$ cat src/rtl/bsg_front_side_bus_hop_in.sv
// rtl/bsg_front_side_bus_hop_in.sv - front-side bus hop ingress: two-entry FIFO with per-packet local/forward/broadcast steering
module bsg_front_side_bus_hop_in #(
  parameter int width_p     = 16,
  parameter int id_width_p  = 4,
  parameter int len_width_p = 4,
  parameter int local_id_p  = 3
) (
  input  logic               clk_i,
  input  logic               reset_i,
  input  logic               v_i,
  input  logic [width_p-1:0] data_i,
  output logic               ready_o,
  output logic [1:0]         v_o,
  output logic [width_p-1:0] data_o,
  input  logic [1:0]         ready_i
);

  localparam logic [id_width_p-1:0] local_id_lp = id_width_p'(local_id_p);
  localparam logic [id_width_p-1:0] bcast_id_lp = {id_width_p{1'b1}};

  typedef enum logic {
    e_hdr = 1'b0,
    e_pay = 1'b1
  } state_e;

  // input FIFO storage; words are only ever read from the registered head
  logic [width_p-1:0] mem_r [2];
  logic               wr_ptr_r;
  logic               rd_ptr_r;
  logic [1:0]         count_r;

  logic               full;
  logic               fifo_valid;
  logic               enq;
  logic               deq;

  state_e                 state_r, state_n;
  logic [len_width_p-1:0] cnt_r, cnt_n;
  logic [1:0]             route_r, route_n;
  logic [1:0]             sent_r, sent_n;

  logic [id_width_p-1:0]  dest;
  logic [len_width_p-1:0] len;
  logic [1:0]             hdr_route;
  logic [1:0]             route;
  logic [1:0]             take;
  logic [1:0]             done;

  assign full       = (count_r == 2'd2);
  assign fifo_valid = (count_r != 2'd0);
  assign ready_o    = ~full & ~reset_i;
  assign enq        = v_i & ready_o;

  assign data_o = mem_r[rd_ptr_r];
  assign dest   = data_o[id_width_p-1:0];
  assign len    = data_o[id_width_p+len_width_p-1:id_width_p];

  always_comb begin
    hdr_route = 2'b01;
    if (dest == local_id_lp)
      hdr_route = 2'b10;
    else if (dest == bcast_id_lp)
      hdr_route = 2'b11;
  end

  assign route = (state_r == e_hdr) ? hdr_route : route_r;

  // a port that already took the head word is masked until the word leaves
  assign v_o  = {2{fifo_valid}} & route & ~sent_r;
  assign take = v_o & ready_i;
  assign done = ~route | sent_r | take;
  assign deq  = fifo_valid & done[0] & done[1];

  always_ff @(posedge clk_i) begin
    if (enq)
      mem_r[wr_ptr_r] <= data_i;
  end

  always_ff @(posedge clk_i or posedge reset_i) begin
    if (reset_i) begin
      wr_ptr_r <= 1'b0;
      rd_ptr_r <= 1'b0;
      count_r  <= 2'd0;
    end else begin
      if (enq)
        wr_ptr_r <= ~wr_ptr_r;
      if (deq)
        rd_ptr_r <= ~rd_ptr_r;
      count_r <= count_r + 2'(enq) - 2'(deq);
    end
  end

  always_ff @(posedge clk_i or posedge reset_i) begin
    if (reset_i) begin
      state_r <= e_hdr;
      cnt_r   <= '0;
      route_r <= 2'b00;
      sent_r  <= 2'b00;
    end else begin
      state_r <= state_n;
      cnt_r   <= cnt_n;
      route_r <= route_n;
      sent_r  <= sent_n;
    end
  end

  always_comb begin
    state_n = state_r;
    cnt_n   = cnt_r;
    route_n = route_r;
    sent_n  = deq ? 2'b00 : (sent_r | take);
    if (deq) begin
      case (state_r)
        e_hdr: begin
          route_n = hdr_route;
          cnt_n   = len;
          if (len != '0)
            state_n = e_pay;
        end
        e_pay: begin
          cnt_n = cnt_r - len_width_p'(1);
          if (cnt_r == len_width_p'(1))
            state_n = e_hdr;
        end
        default: state_n = e_hdr;
      endcase
    end
  end

endmodule

$ cat config.mk
export PLATFORM = sky130hd
export DESIGN_NAME = bsg_front_side_bus_hop_in
export DESIGN_NICKNAME = d
export VERILOG_FILES = /design/src/rtl/bsg_front_side_bus_hop_in.sv
export SDC_FILE = /design/constraint.sdc
export NUM_CORES = 1
export LEC_CHECK = 0
export CORE_ASPECT_RATIO = 0.75
export CORE_MARGIN = 10
export CORE_UTILIZATION = 35
export CTS_CLUSTER_DIAMETER = 100
export DETAILED_ROUTE_END_ITERATION = 12
export SLEW_MARGIN = 20
export SYNTH_ARGS = -nofsm -noshare
export SYNTH_HDL_FRONTEND = slang
export SYNTH_SLANG_ARGS = --single-unit
$ cat constraint.sdc
create_clock -name clk_i -period 1.89 [get_ports clk_i]
set_input_delay 0.378 -clock clk_i [delete_from_list [all_inputs] [get_ports clk_i]]
set_output_delay 0.378 -clock clk_i [all_outputs]
set_load 0.005 [all_outputs]
Word-level counts from Yosys, hierarchy flattened
Memory sizes are Yosys's and may differ from the RTL's. Index checks and enable logic that the tools add are counted. W data, S select, Z words.

Bits in registers: 13. Bits of input ports: 21. Logic and storage cells: 44. Bits in writable memories: 32. Memories: 1. Output and inout bits: 19.

Muxes and demuxes: 10. Bitwise gates (word level): 17. Add/subtract/negate cells: 3. Reductions and logical operators: 2. Eq/ne operators: 4.

Memories: mem_r (words 2, width 16, rd ports 1, clocked after Yosys merged registers in 0, write ports 1, RTL line 27) `logic [width_p-1:0] mem_r [2];`.

Operators by type and width (count): $mux W2 (4); $pmux W4 S2 (1); $and A2 B2 Y2 (3); $or A2 B2 Y2 (3); $not A1 Y1 (5); $and A1 B1 Y1 (4); $eq A4 B1 Y1 const B (1); $eq A4 B2 Y1 const B (1); $eq A4 B4 Y1 const B (1); $mux W1 (4); $not A2 Y2 (2); $reduce_bool A4 Y1 (1); $sub A4 B1 Y4 const B (1); $add A2 B1 Y2 (1); $eq A2 B2 Y1 const B (1); $pmux W1 S2 (1); $reduce_bool A2 Y1 (1); $sub A2 B1 Y2 (1).

Depth between registers and ports, before layout
An unclocked memory read counts as a cell.

Depth in word-level cells: 12. Mapped depth: 10. Depth with buffers taken out: 9.

Worst setup path before layout
Ideal clock, no wire load.

Path type: register to register. Start: reg rd_ptr_r. End: reg count_r[1]. Required time: 1.810 ns. Path buffers: 1. Clock period less this slack: 2.059 ns. Data arrival time: 1.979 ns. Setup time: 0.080 ns. Stages on the path, launching flop included: 11. Setup slack: -0.169 ns. Cell sequence: dfrtp_1 buf_6 and4bb_1 nor3b_4 o41ai_4 nor2_4 ha_1 inv_1 ha_1 xnor2_1 xnor2_1.

Cells in the longest elaborated chain, start to end: 11. Elaborated cells on any way between the ends: 15. Classes of those cells: add/sub (1); eq/ne (2); mux (3); bitwise (8); memory (1).

Ends and longest elaborated chain: from (decl) (RTL line 29) `logic rd_ptr_r;`; from (signal assigned) (RTL line 88) `rd_ptr_r <= ~rd_ptr_r;`; $mem_v2 Z2 W16 (*); $eq A4 B2 Y1 or $eq A4 B4 Y1 (tied branches) (RTL line 60, 62); $mux W2 (*) (RTL line 60) `if (dest == local_id_lp)`; $mux W2 (*); $and A2 B2 Y2 or $mux W2 (tied branches); $and A2 B2 Y2 (RTL line 69) `assign v_o = {2{fifo_valid}} & route & ~sent_r;`; $and A2 B2 Y2 (on tied branches) (RTL line 70, 69); $or A2 B2 Y2 (*) (RTL line 71) `assign done = ~route | sent_r | take;`; $and A1 B1 Y1 or $or A2 B2 Y2 (tied branches) (RTL line 72, 71); $and A1 B1 Y1 (*) (RTL line 72) `assign deq = fifo_valid & done[0] & done[1];`; $sub A2 B1 Y2 (*) (RTL line 89) `count_r <= count_r + 2'(enq) - 2'(deq);`; to (signal assigned) (RTL line 89); to (decl) (RTL line 30) `logic [1:0] count_r;`.

Every way passes the cells marked *; elsewhere a longest branch is shown, timed or not. A chain may end at the register's enable or synchronous reset.

Final worst setup path
Ends and elaborated chain as after synthesis.

==> impl_table.tex <==
\begin{tabular}{lr}
\hline
Metric & Value \\
\hline
\multicolumn{2}{l}{\textbf{Layout}} \\
\quad Layout Area Growth over Synthesis & 44.3\% \\
\quad Fraction of final layout cells sized beyond drive strength 1 & 0.458 \\
\quad Number of inserted filler cells in the final layout & 478 \\
\quad Number of antenna cells inserted & 0 \\
\quad Non-filler cells, final & around 290 \\
\quad Final net count & 239 \\
\multicolumn{2}{l}{\textbf{Status}} \\
\quad Failing checks & negative setup slack \\
\quad Outcome & finished with violations \\
\multicolumn{2}{l}{\textbf{Logic synthesis}} \\
\quad Post-synthesis average cell area & 14.9 µm² \\
\quad Share of the yosys chip area belonging to registers & 0.635 \\
\quad Cells after Synth & 136 \\
\quad Number of nets produced by synthesis & 161 \\
\quad Number of different library cells in the post-synthesis netlist & 36 \\
\quad Synth Warn \# & 0 \\
\quad Post-synthesis instance area & roughly 0.0020 mm² \\
\quad Register bit count reported by yosys & 45 \\
\multicolumn{2}{l}{\textbf{Routing}} \\
\quad Detailed-route wire length per cell & 16.0 µm \\
\quad Routed Wire Length & 4630 µm \\
\quad Drt first-iter violations & 27 \\
\quad Remaining design rule violation count & 0 \\
\quad First drt pass iteration count & 4 \\
\quad Vias per std cell & roughly 4.8 \\
\quad Remaining antenna violation count & 0 \\
\quad Total via count after detailed routing & 1392 \\
\multicolumn{2}{l}{\textbf{Timing}} \\
\quad Setup TNS Final & -0.456 ns \\
\quad Worst Setup Slack, final & -0.107 ns \\
\quad Number of max-slew violations in the final report & 0 \\
\quad Setup violations, final & 13 \\
\quad Unrepaired setup endpoints after global routing & true \\
\quad Share of the clock period used by the worst path after layout & 1.06 \\
\quad Hold Vio Cnt, Final & 0 \\
\quad Worst slew pin tran & between 0.5 and 0.6 ns \\
\quad Relative slew slack & 0.629 \\
\quad Max Fclk & around 0.50 GHz \\
\quad Minimum clock period after layout & 2.00 ns \\
\quad Final clock skew & roughly 0.013 ns \\
\multicolumn{2}{l}{\textbf{GRT}} \\
\quad Initial antenna violation count & 0 \\
\quad Overall track demand over capacity in global routing & 0.0994 \\
\quad Global route total overflow & 0 \\
\quad Vias in the first global route & 1491 \\
\quad Maximum number of pins on one net before global-route repair & 17 \\
\quad Global-route wire length before repair & approximately 7300 µm \\
\multicolumn{2}{l}{\textbf{Placed design}} \\
\quad PortBufs & 39 \\
\quad Post-placement cell count & 267 \\
\quad DP HPWL & 3250 µm \\
\quad Placer's final routability congestion estimate & about 0.79 \\
\multicolumn{2}{l}{\textbf{Worst setup path}} \\
\quad Crit path DAT & $\sim$2.2 ns \\
\quad Reg-to-reg setup timing slack & -0.11 ns \\
\quad WS Path Type & register to register \\
\quad Critical Path End Type & register \\
\quad Crit start category & register \\
\quad Endpoint required time on the critical path & 2.09 ns \\
\quad Largest driver fanout on the critical path & 5 \\
\multicolumn{2}{l}{\textbf{Clock tree}} \\
\quad Clock-pin slew reported for the worst setup and hold paths after clock tree synthesis & $\sim$0.09 ns \\
\quad Deepest level of the CTS H-tree & 2 \\
\quad Hold buffer count at cts & 0 \\
\quad Clock latency reported for the late side of the worst-skew pair & 0.30 ns \\
\quad CTS Buf Count & 5 \\
\quad TritonCTS clock tree & done \\
\quad Root Buffer & clkbuf\_8 \\
\quad Clock sink total & 45 \\
\quad Maximum buffer depth of the clock tree & 2 \\
\multicolumn{2}{l}{\textbf{Die}} \\
\quad Initial core utilization & 0.370 \\
\quad Ports & 40 \\
\quad Floorplan die height & $\sim$86 µm \\
\quad Die outline width & between 100 and 150 µm \\
\quad Row Count & 23 \\
\quad Area inside the core boundary & 0.00547 mm² \\
\quad Full die area & 0.00926 mm² \\
\multicolumn{2}{l}{\textbf{Power}} \\
\quad Worst VDD drop & 0.471 mV \\
\quad Leakage power summed over all cells & roughly 1.2 nW \\
\quad Cell Pwr Density & 1450 mW/mm² \\
\multicolumn{2}{l}{\textbf{Job}} \\
\quad Count of maximum capacitance violations & 0 \\
\multicolumn{2}{l}{\textbf{Worst hold path}} \\
\quad Path class of the lowest-slack min-delay path & primary input to asynchronous set/reset pin \\
\hline
\end{tabular}
-- where the power goes --
| group | switching [mW] | internal (mW) | total [mW] |
|---|---|---|---|
| clock | 0.328 | 0.255 | 0.583 |
| combinational | 0.919 | 1.27 | 2.19 |
| sequential | 0.174 | 1.30 | 1.47 |
| total | 1.42 | 2.82 | 4.24 |
-- cells by family (layout without fill, tap and decap cells) --
| family | count (synthesis) | count (layout) | share of synthesized area |
|---|---|---|---|
| XOR/XNOR | 6 | 6 | 0.0260 |
| flip-flops | 45 | 45 | 0.635 |
| multiplexers | 17 | 17 | 0.0995 |
| buffers and inverters | 11 | 89 | 0.0278 |
| AO/OA/AOI/OAI | 22 | 22 | 0.0847 |
| adder cells (fa/ha/maj) | 4 | 4 | 0.0247 |
| AND/OR/NAND/NOR | 31 | 31 | 0.102 |
-- per-layer routing --
metal,vias up,routed length (µm),GRT usage
met4,0,41,0.0230
met2,43,2240,0.163
met3,7,430,0.0561
met1,670,1920,0.110
met5,-,0,0
li1,672,-,-
-- registers in the layout, indices dropped and copies added (netlist names) --
signal	count
wr_ptr_r	1
rd_ptr_r	1
sent_r	2
route_r	2
state_r	1
count_r	2
mem_r	32
cnt_r	4
-- synth_stat cells, drive strengths merged --
library cell,count,area (µm²)
ha,4,50.1
inv,7,26.3
clkbuf,2,7.51
nor3b,1,18.8
or4,1,7.51
o32ai,1,16.3
nor3,2,10.0
or3,1,6.26
mux2,16,191
o2111ai,2,17.5
dfrtp,13,325
o211ai,1,7.51
o21ai,3,15.0
nand2,5,18.8
a31o,1,8.76
xnor2,5,43.8
and4bb,1,12.5
edfxtp,32,961
nor4,1,6.26
o41ai,1,27.5
or2,2,12.5
buf,2,22.5
a21oi,6,30.0
o41a,1,11.3
nand3,4,20.0
nor4b,1,8.76
nor2,6,30.0
and3,2,12.5
nand4b,1,23.8
xor2,1,8.76
a31oi,6,37.5
mux2i,1,10.0
nand2b,3,18.8
-- stage by stage --
step | setup slack [ns] | instance area, µm² | hold WS, ns | power (mW) | utilization
detailed placement | -0.381 | 2670 | 0.487 | 3.19 | 0.488
global placement | -0.335 | 2670 | 0.473 | 3.14 | 0.488
CTS | -0.142 | 2880 | 0.451 | 4.05 | 0.527
global route | -0.238 | 2920 | 0.490 | 4.57 | 0.534
finish | -0.107 | 2920 | 0.438 | 4.24 | 0.534
floorplan | -0.145 | 2030 | 0.255 | 2.46 | -
-- repair_timing --
| item | in CTS | in global routing |
|---|---|---|
| gates cloned | 1 | 0 |
| endpoints found under the setup margin | 24 | 27 |
| resized for setup | 50 | 30 |
| pin swaps | 6 | 5 |
| setup buffers | 10 | 6 |
-- placed cells by master, fill, tap and decap left out, types with 5 or more instances in the layout --
master | synthesis | final
inv_1 | 7 | 6
clkdlybuf4s50_1 | 0 | 21
buf_2 | 0 | 5
edfxtp_1 | 32 | 32
buf_4 | 0 | 28
clkbuf_2 | 0 | 11
nor2_1 | 5 | 5
mux2_2 | 13 | 12
dfrtp_1 | 13 | 12
clkbuf_8 | 0 | 5
-- final timing paths --
check | to | startpoint | depth (start not counted)
setup / recovery | count_r[1] | rd_ptr_r | 9
hold / removal | count_r[1] | reset_i | 2
setup reg to reg | count_r[1] | rd_ptr_r | 9
hold reg to reg | wr_ptr_r | wr_ptr_r | 1
max in group asynchronous | rd_ptr_r | reset_i | 2
min in group clk_i | wr_ptr_r | wr_ptr_r | 1
-- final cells by class --
class,count,area (µm²),area share
Clock inverter,2,16.3,0.00557
Tap cell,75,93.8,0.0321
Sequential cell,45,1290,0.441
Timing Repair Buffer,75,646,0.221
Clock buffer,5,68.8,0.0236
Multi-Input combinational cell,80,782,0.268
Inverter,7,26.3,0.00900
-- critical path, stage by stage (launching register included) --
cell and delay, ns:
dfrtp_2 0.45, and4bb_1 0.23, nor3b_4 0.17, o41ai_4 0.29
nor2_4 0.07, ha_4 0.27, inv_2 0.03, ha_4 0.15
xnor2_2 0.13, xnor2_1 0.12
Power figures use the tool's default switching activity.
